**config.mk**
```make
export PLATFORM = sky130hd
export DESIGN_NAME = viterbi_ctrl
export DESIGN_NICKNAME = d
export VERILOG_FILES = /design/src/rtl/viterbi_ctrl.sv
export SDC_FILE = /design/constraint.sdc
export NUM_CORES = 1
export LEC_CHECK = 0
export ABC_AREA = 1
export CORE_MARGIN = 5
export CORE_UTILIZATION = 50
export CTS_CLUSTER_SIZE = 12
export DETAILED_ROUTE_END_ITERATION = 7
export PLACE_DENSITY = 0.76
export SYNTH_ARGS = -nofsm -noshare
export SYNTH_HDL_FRONTEND = slang
export SYNTH_SLANG_ARGS = --single-unit
```
**constraint.sdc**
```tcl
create_clock -name clk -period 1.9 [get_ports clk]
set_clock_uncertainty 0.2 [all_clocks]
set_input_delay 0.38 -clock clk [delete_from_list [all_inputs] [get_ports clk]]
set_output_delay 0.38 -clock clk [all_outputs]
set_load 0.01 [all_outputs]
```
**src/rtl/viterbi_ctrl.sv**
```systemverilog
// viterbi_ctrl: frame sequencer for a Viterbi decoder datapath.
// Accepts one symbol at a time, schedules one-cycle ACS steps into a circular
// survivor memory, and issues traceback requests once the window is full and
// a final flush traceback at end of frame.
module viterbi_ctrl #(
  parameter int TB_DEPTH = 15,
  parameter int LEN_W    = 8,
  localparam int PW      = (TB_DEPTH > 1) ? $clog2(TB_DEPTH) : 1,
  localparam int FW      = $clog2(TB_DEPTH + 1)
) (
  input  logic             clk,
  input  logic             rst,
  input  logic             start,
  input  logic [2:0]       choose_constraint_length,
  input  logic [LEN_W-1:0] frame_len,
  input  logic             sym_valid,
  output logic             sym_ready,
  output logic             pm_clear,
  output logic             acs_en,
  output logic [PW-1:0]    col_ptr,
  output logic [5:0]       num_states,
  output logic             tb_req,
  input  logic             tb_ack,
  output logic [PW-1:0]    tb_col,
  output logic             tb_flush,
  output logic             busy,
  output logic             frame_done,
  output logic             cfg_err
);

  typedef enum logic [1:0] {S_IDLE, S_RUN, S_ACS, S_TB} state_t;

  state_t           r_state;
  logic [LEN_W-1:0] r_len;
  logic [LEN_W-1:0] r_sym_cnt;
  logic [FW-1:0]    r_fill_cnt;
  logic [PW-1:0]    r_wr_ptr;

  logic w_cfg_ok;
  logic w_xfer;

  assign w_cfg_ok = (choose_constraint_length >= 3'd3) &&
                    (choose_constraint_length <= 3'd6) &&
                    (frame_len != '0);
  // sym_ready is only ever high in RUN, so this is the transfer condition
  assign w_xfer   = sym_ready && sym_valid;

  // Single state machine; every output is a register updated here
  always_ff @(posedge clk) begin
    if (rst) begin
      r_state    <= S_IDLE;
      r_len      <= '0;
      r_sym_cnt  <= '0;
      r_fill_cnt <= '0;
      r_wr_ptr   <= '0;
      sym_ready  <= 1'b0;
      pm_clear   <= 1'b0;
      acs_en     <= 1'b0;
      col_ptr    <= '0;
      num_states <= '0;
      tb_req     <= 1'b0;
      tb_col     <= '0;
      tb_flush   <= 1'b0;
      busy       <= 1'b0;
      frame_done <= 1'b0;
      cfg_err    <= 1'b0;
    end else begin
      pm_clear   <= 1'b0;
      acs_en     <= 1'b0;
      frame_done <= 1'b0;
      case (r_state)
        S_IDLE: begin
          if (start) begin
            if (w_cfg_ok) begin
              r_len      <= frame_len;
              r_sym_cnt  <= '0;
              r_fill_cnt <= '0;
              r_wr_ptr   <= '0;
              cfg_err    <= 1'b0;
              pm_clear   <= 1'b1;
              busy       <= 1'b1;
              // first RUN cycle keeps sym_ready low while metrics clear
              sym_ready  <= 1'b0;
              num_states <= 6'(1) << (choose_constraint_length - 3'd1);
              r_state    <= S_RUN;
            end else begin
              cfg_err    <= 1'b1;
            end
          end
        end
        S_RUN: begin
          if (w_xfer) begin
            r_state   <= S_ACS;
            sym_ready <= 1'b0;
            acs_en    <= 1'b1;
            col_ptr   <= r_wr_ptr;
            r_wr_ptr  <= (r_wr_ptr == PW'(TB_DEPTH - 1)) ? '0 : r_wr_ptr + 1'b1;
            r_sym_cnt <= r_sym_cnt + 1'b1;
            if (r_fill_cnt != FW'(TB_DEPTH))
              r_fill_cnt <= r_fill_cnt + 1'b1;
          end else begin
            sym_ready <= 1'b1;
          end
        end
        S_ACS: begin
          tb_col <= col_ptr;
          // end of frame wins over window-full so the last symbol
          // produces only the flush traceback
          if (r_sym_cnt == r_len) begin
            tb_req   <= 1'b1;
            tb_flush <= 1'b1;
            r_state  <= S_TB;
          end else if (r_fill_cnt == FW'(TB_DEPTH)) begin
            tb_req   <= 1'b1;
            tb_flush <= 1'b0;
            r_state  <= S_TB;
          end else begin
            sym_ready <= 1'b1;
            r_state   <= S_RUN;
          end
        end
        S_TB: begin
          if (tb_ack) begin
            tb_req   <= 1'b0;
            tb_flush <= 1'b0;
            if (tb_flush) begin
              frame_done <= 1'b1;
              busy       <= 1'b0;
              num_states <= '0;
              r_state    <= S_IDLE;
            end else begin
              sym_ready  <= 1'b1;
              r_state    <= S_RUN;
            end
          end
        end
        default: r_state <= S_IDLE;
      endcase
    end
  end

endmodule

```
-- Yosys cells after proc, flatten, opt, wreduce, memory -nomap -nowiden
Index checks and enable logic that the tools add are counted.
W data, S select, Z words.
- bitwise logic cells: 5
- $lt $le $gt $ge: 2
- reduce and logical (&&, ||, !) cells: 20
- add/sub/neg operators: 4
- eq/ne operators: 17
- muxes and demuxes: 49
- shifts and indexed selects: 1
- operators by type and width (cell ; number):
    $mux W4 ; 6
    $mux W6 ; 4
    $mux W8 ; 3
    $mux W1 ; 21
    $ne A2 B2 Y1 const B ; 9
    $pmux W4 S2 ; 2
    $pmux W8 S2 ; 1
    $mux W2 ; 6
    $pmux W6 S2 ; 1
    $reduce_and A5 Y1 ; 2
    $add A4 B1 Y4 const B ; 2
    $add A8 B1 Y8 const B ; 1
    $eq A4 B4 Y1 const B ; 2
    $eq A8 B8 Y1 ; 1
    $pmux W2 S4 ; 1
    $reduce_and A4 Y1 ; 2
    $reduce_bool A8 Y1 ; 1
    $pmux W1 S2 ; 3
    $reduce_and A3 Y1 ; 2
    $reduce_and A6 Y1 ; 1
    $reduce_bool A2 Y1 ; 3
    $reduce_or A3 Y1 ; 2
    $shl A1 B3 Y6 const A ; 1
    $not A1 Y1 ; 5
    other kinds (12) ; 16
- input bits: 16
- bits in registers: 48
- logic and storage cells: 114
- output and inout port bits: 22

-- Longest topological paths before layout
- depth after elaboration: 6
- gate-level depth with buffers: 12
- gate-level depth less buffers: 11

-- Least setup slack after synthesis
Ideal clock, no wire load.
- kind: input -> register
- from: input port frame_len[3]
- to: register r_wr_ptr[3]
- data required time: 1581 ps
- library setup time: 119 ps
- arrival time: 1376 ps
- path buffers: 1
- cell stages on the path: 9
- setup slack: 205 ps
- cells stage by stage: nor2_1 nand2_1 o21ai_2 nand2_1 nand2_1 buf_4 nor2_1 xnor2_1 nor2_1
- word-level cells in the longest chain between the ends: 4
- RTL lines (what ; line ; RTL):
    start, declared ; 15 ; input logic [LEN_W-1:0] frame_len,
    $reduce_bool A8 Y1 ; 44 ; (frame_len != '0);
    $logic_and A1 B1 Y1 ; 43 ; (choose_constraint_length <= 3'd6) &&
    $ne A2 B2 Y1 (no line) ; n/a ;
    $reduce_and A4 Y1 (no line) ; n/a ;
    end signal, assigned ; 97 ; r_wr_ptr <= (r_wr_ptr == PW'(TB_DEPTH - 1)) ? '0 : r_wr_ptr + 1'b1;
    end, declared ; 37 ; logic [PW-1:0] r_wr_ptr;
Every way passes these cells.
A chain may end at the register's enable or synchronous reset.

-- Worst setup path in the final report
- from: register sym_ready
- to: output port sym_ready
- RTL lines (what ; line ; RTL):
    start, declared ; 17 ; output logic sym_ready,
    start signal, assigned ; 56 ; sym_ready <= 1'b0;
    start signal, assigned ; 83 ; sym_ready <= 1'b0;
    start signal, assigned ; 94 ; sym_ready <= 1'b0;
No word-level cell between the ends.

==> impl_metrics.csv <==
group,metric,value,unit
status,outcome,"finished clean",
clock_network,ctsHtreeMaxLevel,2,
worst_setup_path,worstPathRequired,1320,ps
worst_setup_path,cp_num_buf_inv,1,
synth,synth_top_area_share,43.9,%
route,finalWirelength,5.11,mm
route,drt_iter0_drc,123,
place,gp_congestion,0.875,
worst_setup_path,crit_fanout,3,
clock_network,cts_buffer_depth,2,
clock_network,cts_inserted_buffers,5,
route,drtAntennaViolNets,0,
floorplan,die_w,76.1,um
power_and_ir_drop,pwr-share-clk,22.0,%
global_routing,grt_pass1_vias,1966,
finish,nFillCells,376,
sta,period_minus_slack,1800,ps
worst_setup_path,crit_path_max_incr_delay,550,ps
power_and_ir_drop,power,3.32,mW
min_path,hold_path_end,"num_states[2]",
power_and_ir_drop,p_per_area,1130,mW/mm^2
synth,synth-warning-count,0,
min_path,whs_path_depth,2,
finish,postLayoutCellArea,0.00295,mm^2
global_routing,grt_pass1_wl,8.63,mm
route,vias_per_cell,5.09,
place,place_area,0.00278,mm^2
route,dr.pass1.iters,4,
synth,syn_nets,324,
finish,drive_gt1_share,16.3,%
worst_setup_path,r2r_start,"r_state[1]",
job,max-cap-violations,0,
clock_network,cts-root-buf,"clkbuf_8",
place,post-place-cells,411,
sta,max_freq,0.557,GHz
synth,synthCells,303,
sta,setup_tns,0,ps
sta,grt_setup_unrepaired,"true",
synth,yosysSeqAreaShare,43.9,%
route,remaining_drc_errors,0,
synth,ys_ff_latch,48,
floorplan,core_area,0.00429,mm^2
place,io_buffer_count,37,
place,post-place-ws,-426,ps
finish,final_cells,419,
worst_setup_path,path_cells,"clkdlybuf4s50_1",
synth,async_flop_share,0,%
min_path,hp-class,"register to register",
worst_setup_path,worst_setup_path_start_kind,"register",
global_routing,groute.usage.overall,17.8,%
clock_network,clk_latency,300,ps
power_and_ir_drop,combPwrFrac,39.0,%
finish,area_growth,34.8,%
finish,final_util,68.6,%
synth,synth_largest_area_cell,"dfxtp_1",
sta,final_hold_viol_count,0,
min_path,min_from,"num_states[2]",
floorplan,io-pin-count,38,
clock_network,clk_pin_slew_worst_paths,90,ps
synth,synthTopCellsByArea,"dfxtp_1 44%, nand2_1 13%, nor2_1 6.9%, a21oi_1 5.7%, inv_1 5.1%",
power_and_ir_drop,p_seq_share,39.0,%
power_and_ir_drop,p_leak,1.25,nW
worst_setup_path,worstSetupPathType,"register to output port",
floorplan,fp.dieH,76.1,um
floorplan,initial_core_util,50.9,%
synth,synth-main-ff-cell,"dfxtp_1",
worst_setup_path,path_delay_family,"buffers and inverters",
sta,worst_slew_pin_slew,309,ps
route,wl_per_cell,12.2,um
global_routing,grt_overflow,0,
worst_setup_path,rr_endpoint,"r_len[4]",
sta,maxSlewViolCount,0,
worst_setup_path,r2r_cells,8,
sta,layout_setup_ws,104,ps
power_and_ir_drop,p_sw,1.21,mW
floorplan,rows,24,
clock_network,clkSinkCount,48,
worst_setup_path,cpMaxStageDelayCell,"clkdlybuf4s50_1",
floorplan,fp.dieArea,0.00580,mm^2
sta,finalSetupViolCount,0,
synth,syn-mean-instance-area,7.22,um^2
sta,post-route-period-util,94.5,%
power_and_ir_drop,ir_worst_vdd,770,uV
sta,relSlewSlack,79.4,%
synth,synth-edff-count,0,
synth,syn-cell-area,0.00219,mm^2
place,place_hpwl,3.80,mm
power_and_ir_drop,swShare,36.4,%
worst_setup_path,cp.arrival,1220,ps
clock_network,cts_hold_repair.buffers,0,
worst_setup_path,end_kind,"output port",
finish,fin_nets,387,
sta,fin_hold_ws,264,ps
route,num_vias,2134,
global_routing,grt_max_degree,16,
clock_network,cts_tree,"built",
global_routing,antenna_found_initial,0,
power_and_ir_drop,p_int,2.11,mW
synth,ys_types,26,
finish,n_antenna_cell,0,
worst_setup_path,ff2ff_setup_slack,140,ps
[worst min-delay path, cell delays in order (launching register included)]
cell and delay [ps]:
dfxtp_1 320, nand2_1 60, a21oi_1 50
[cell usage after synthesis, types with 4 or more instances]
| master | instances |
|---|---|
| a21oi_1 | 25 |
| a22o_1 | 4 |
| dfxtp_1 | 48 |
| ha_1 | 5 |
| inv_1 | 30 |
| nand2_1 | 77 |
| nand2_2 | 5 |
| nand3_1 | 16 |
| nand4_1 | 5 |
| nor2_1 | 40 |
| o21ai_0 | 21 |
| xnor2_1 | 5 |
[power by group through the flow]
stage	Combinational, mW	Sequential, mW	Clock, mW
2_1_floorplan	0.713	1.32	0
3_3_place_gp	1.20	1.31	0
3_5_place_dp	1.22	1.31	0
4_1_cts	1.25	1.29	0.744
5_1_grt	1.45	1.32	0.795
6_report	1.30	1.30	0.730
[cell usage in the layout (no fill, tap or decap), drive strengths merged, types with 2 or more instances in the layout]
cell type,count
a21oi,25
a22o,4
buf,24
clkbuf,5
clkdlybuf4s50,35
clkinv,2
dfxtp,48
dlymetal6s2s,2
ha,5
inv,33
nand2,82
nand3,16
nand4,5
nor2,43
nor3,2
o21ai,23
xnor2,5
xor2,2
[cell families (layout without fill, tap and decap cells)]
logic type | count (synthesis) | in the layout | synth area share, %
AOI/OAI and AO/OA | 55 | 55 | 14.4
buffers and inverters | 39 | 103 | 6.86
xor gates and xnor gates | 7 | 7 | 2.80
and+or+nand+nor | 149 | 149 | 29.1
adders and majority gates | 5 | 5 | 2.86
DFF | 48 | 48 | 43.9
[worst max path at each step]
stage                                           start             to  slack, ps  cells after the start
after floorplan                          frame_len[3]    r_wr_ptr[3]        210                      9
after global placement                   frame_len[0]       r_len[2]       -360                      9
after detailed placement  choose_constraint_length[1]  r_fill_cnt[0]       -430                     12
after CTS                 choose_constraint_length[1]    r_wr_ptr[3]        -10                     12
after global routing                     frame_len[6]   r_sym_cnt[1]         -2                     10
final                                       sym_ready      sym_ready        100                      1
[final cells by class]
class                      instances  area [um^2]  share of cell area, %
multi-input combinational        216         1110                   37.6
clock buffer                       5         68.8                   2.33
sequential                        48          963                   32.7
timing repair buffer              61          563                   19.1
tap                               52         65.1                   2.21
clock inverter                     3         42.5                   1.44
inverter                          34          135                   4.58
[flip-flops by register name, indices dropped and copies added, names as in the netlist, 2 cells and up]
signal	count
r_len	8
r_sym_cnt	8
num_states	6
col_ptr	4
r_fill_cnt	4
r_wr_ptr	4
tb_col	4
r_state	2
[routing by layer]
layer	global-route usage (%)	up-vias	wire, um
li1	-	1107	-
met1	21.3	976	2300
met2	31.0	41	2480
met3	3.90	10	242
met4	6.29	0	97
met5	0	-	0
[repair_timing]
item | CTS | global route
buffers inserted | 0 | 0
gates resized for setup | 5 | 17
setup endpoints to repair | 18 | 36
pin swaps | 0 | 4
endpoints found under the hold margin | 0 | 0
Note: power is estimated with default switching activity, not from simulation.
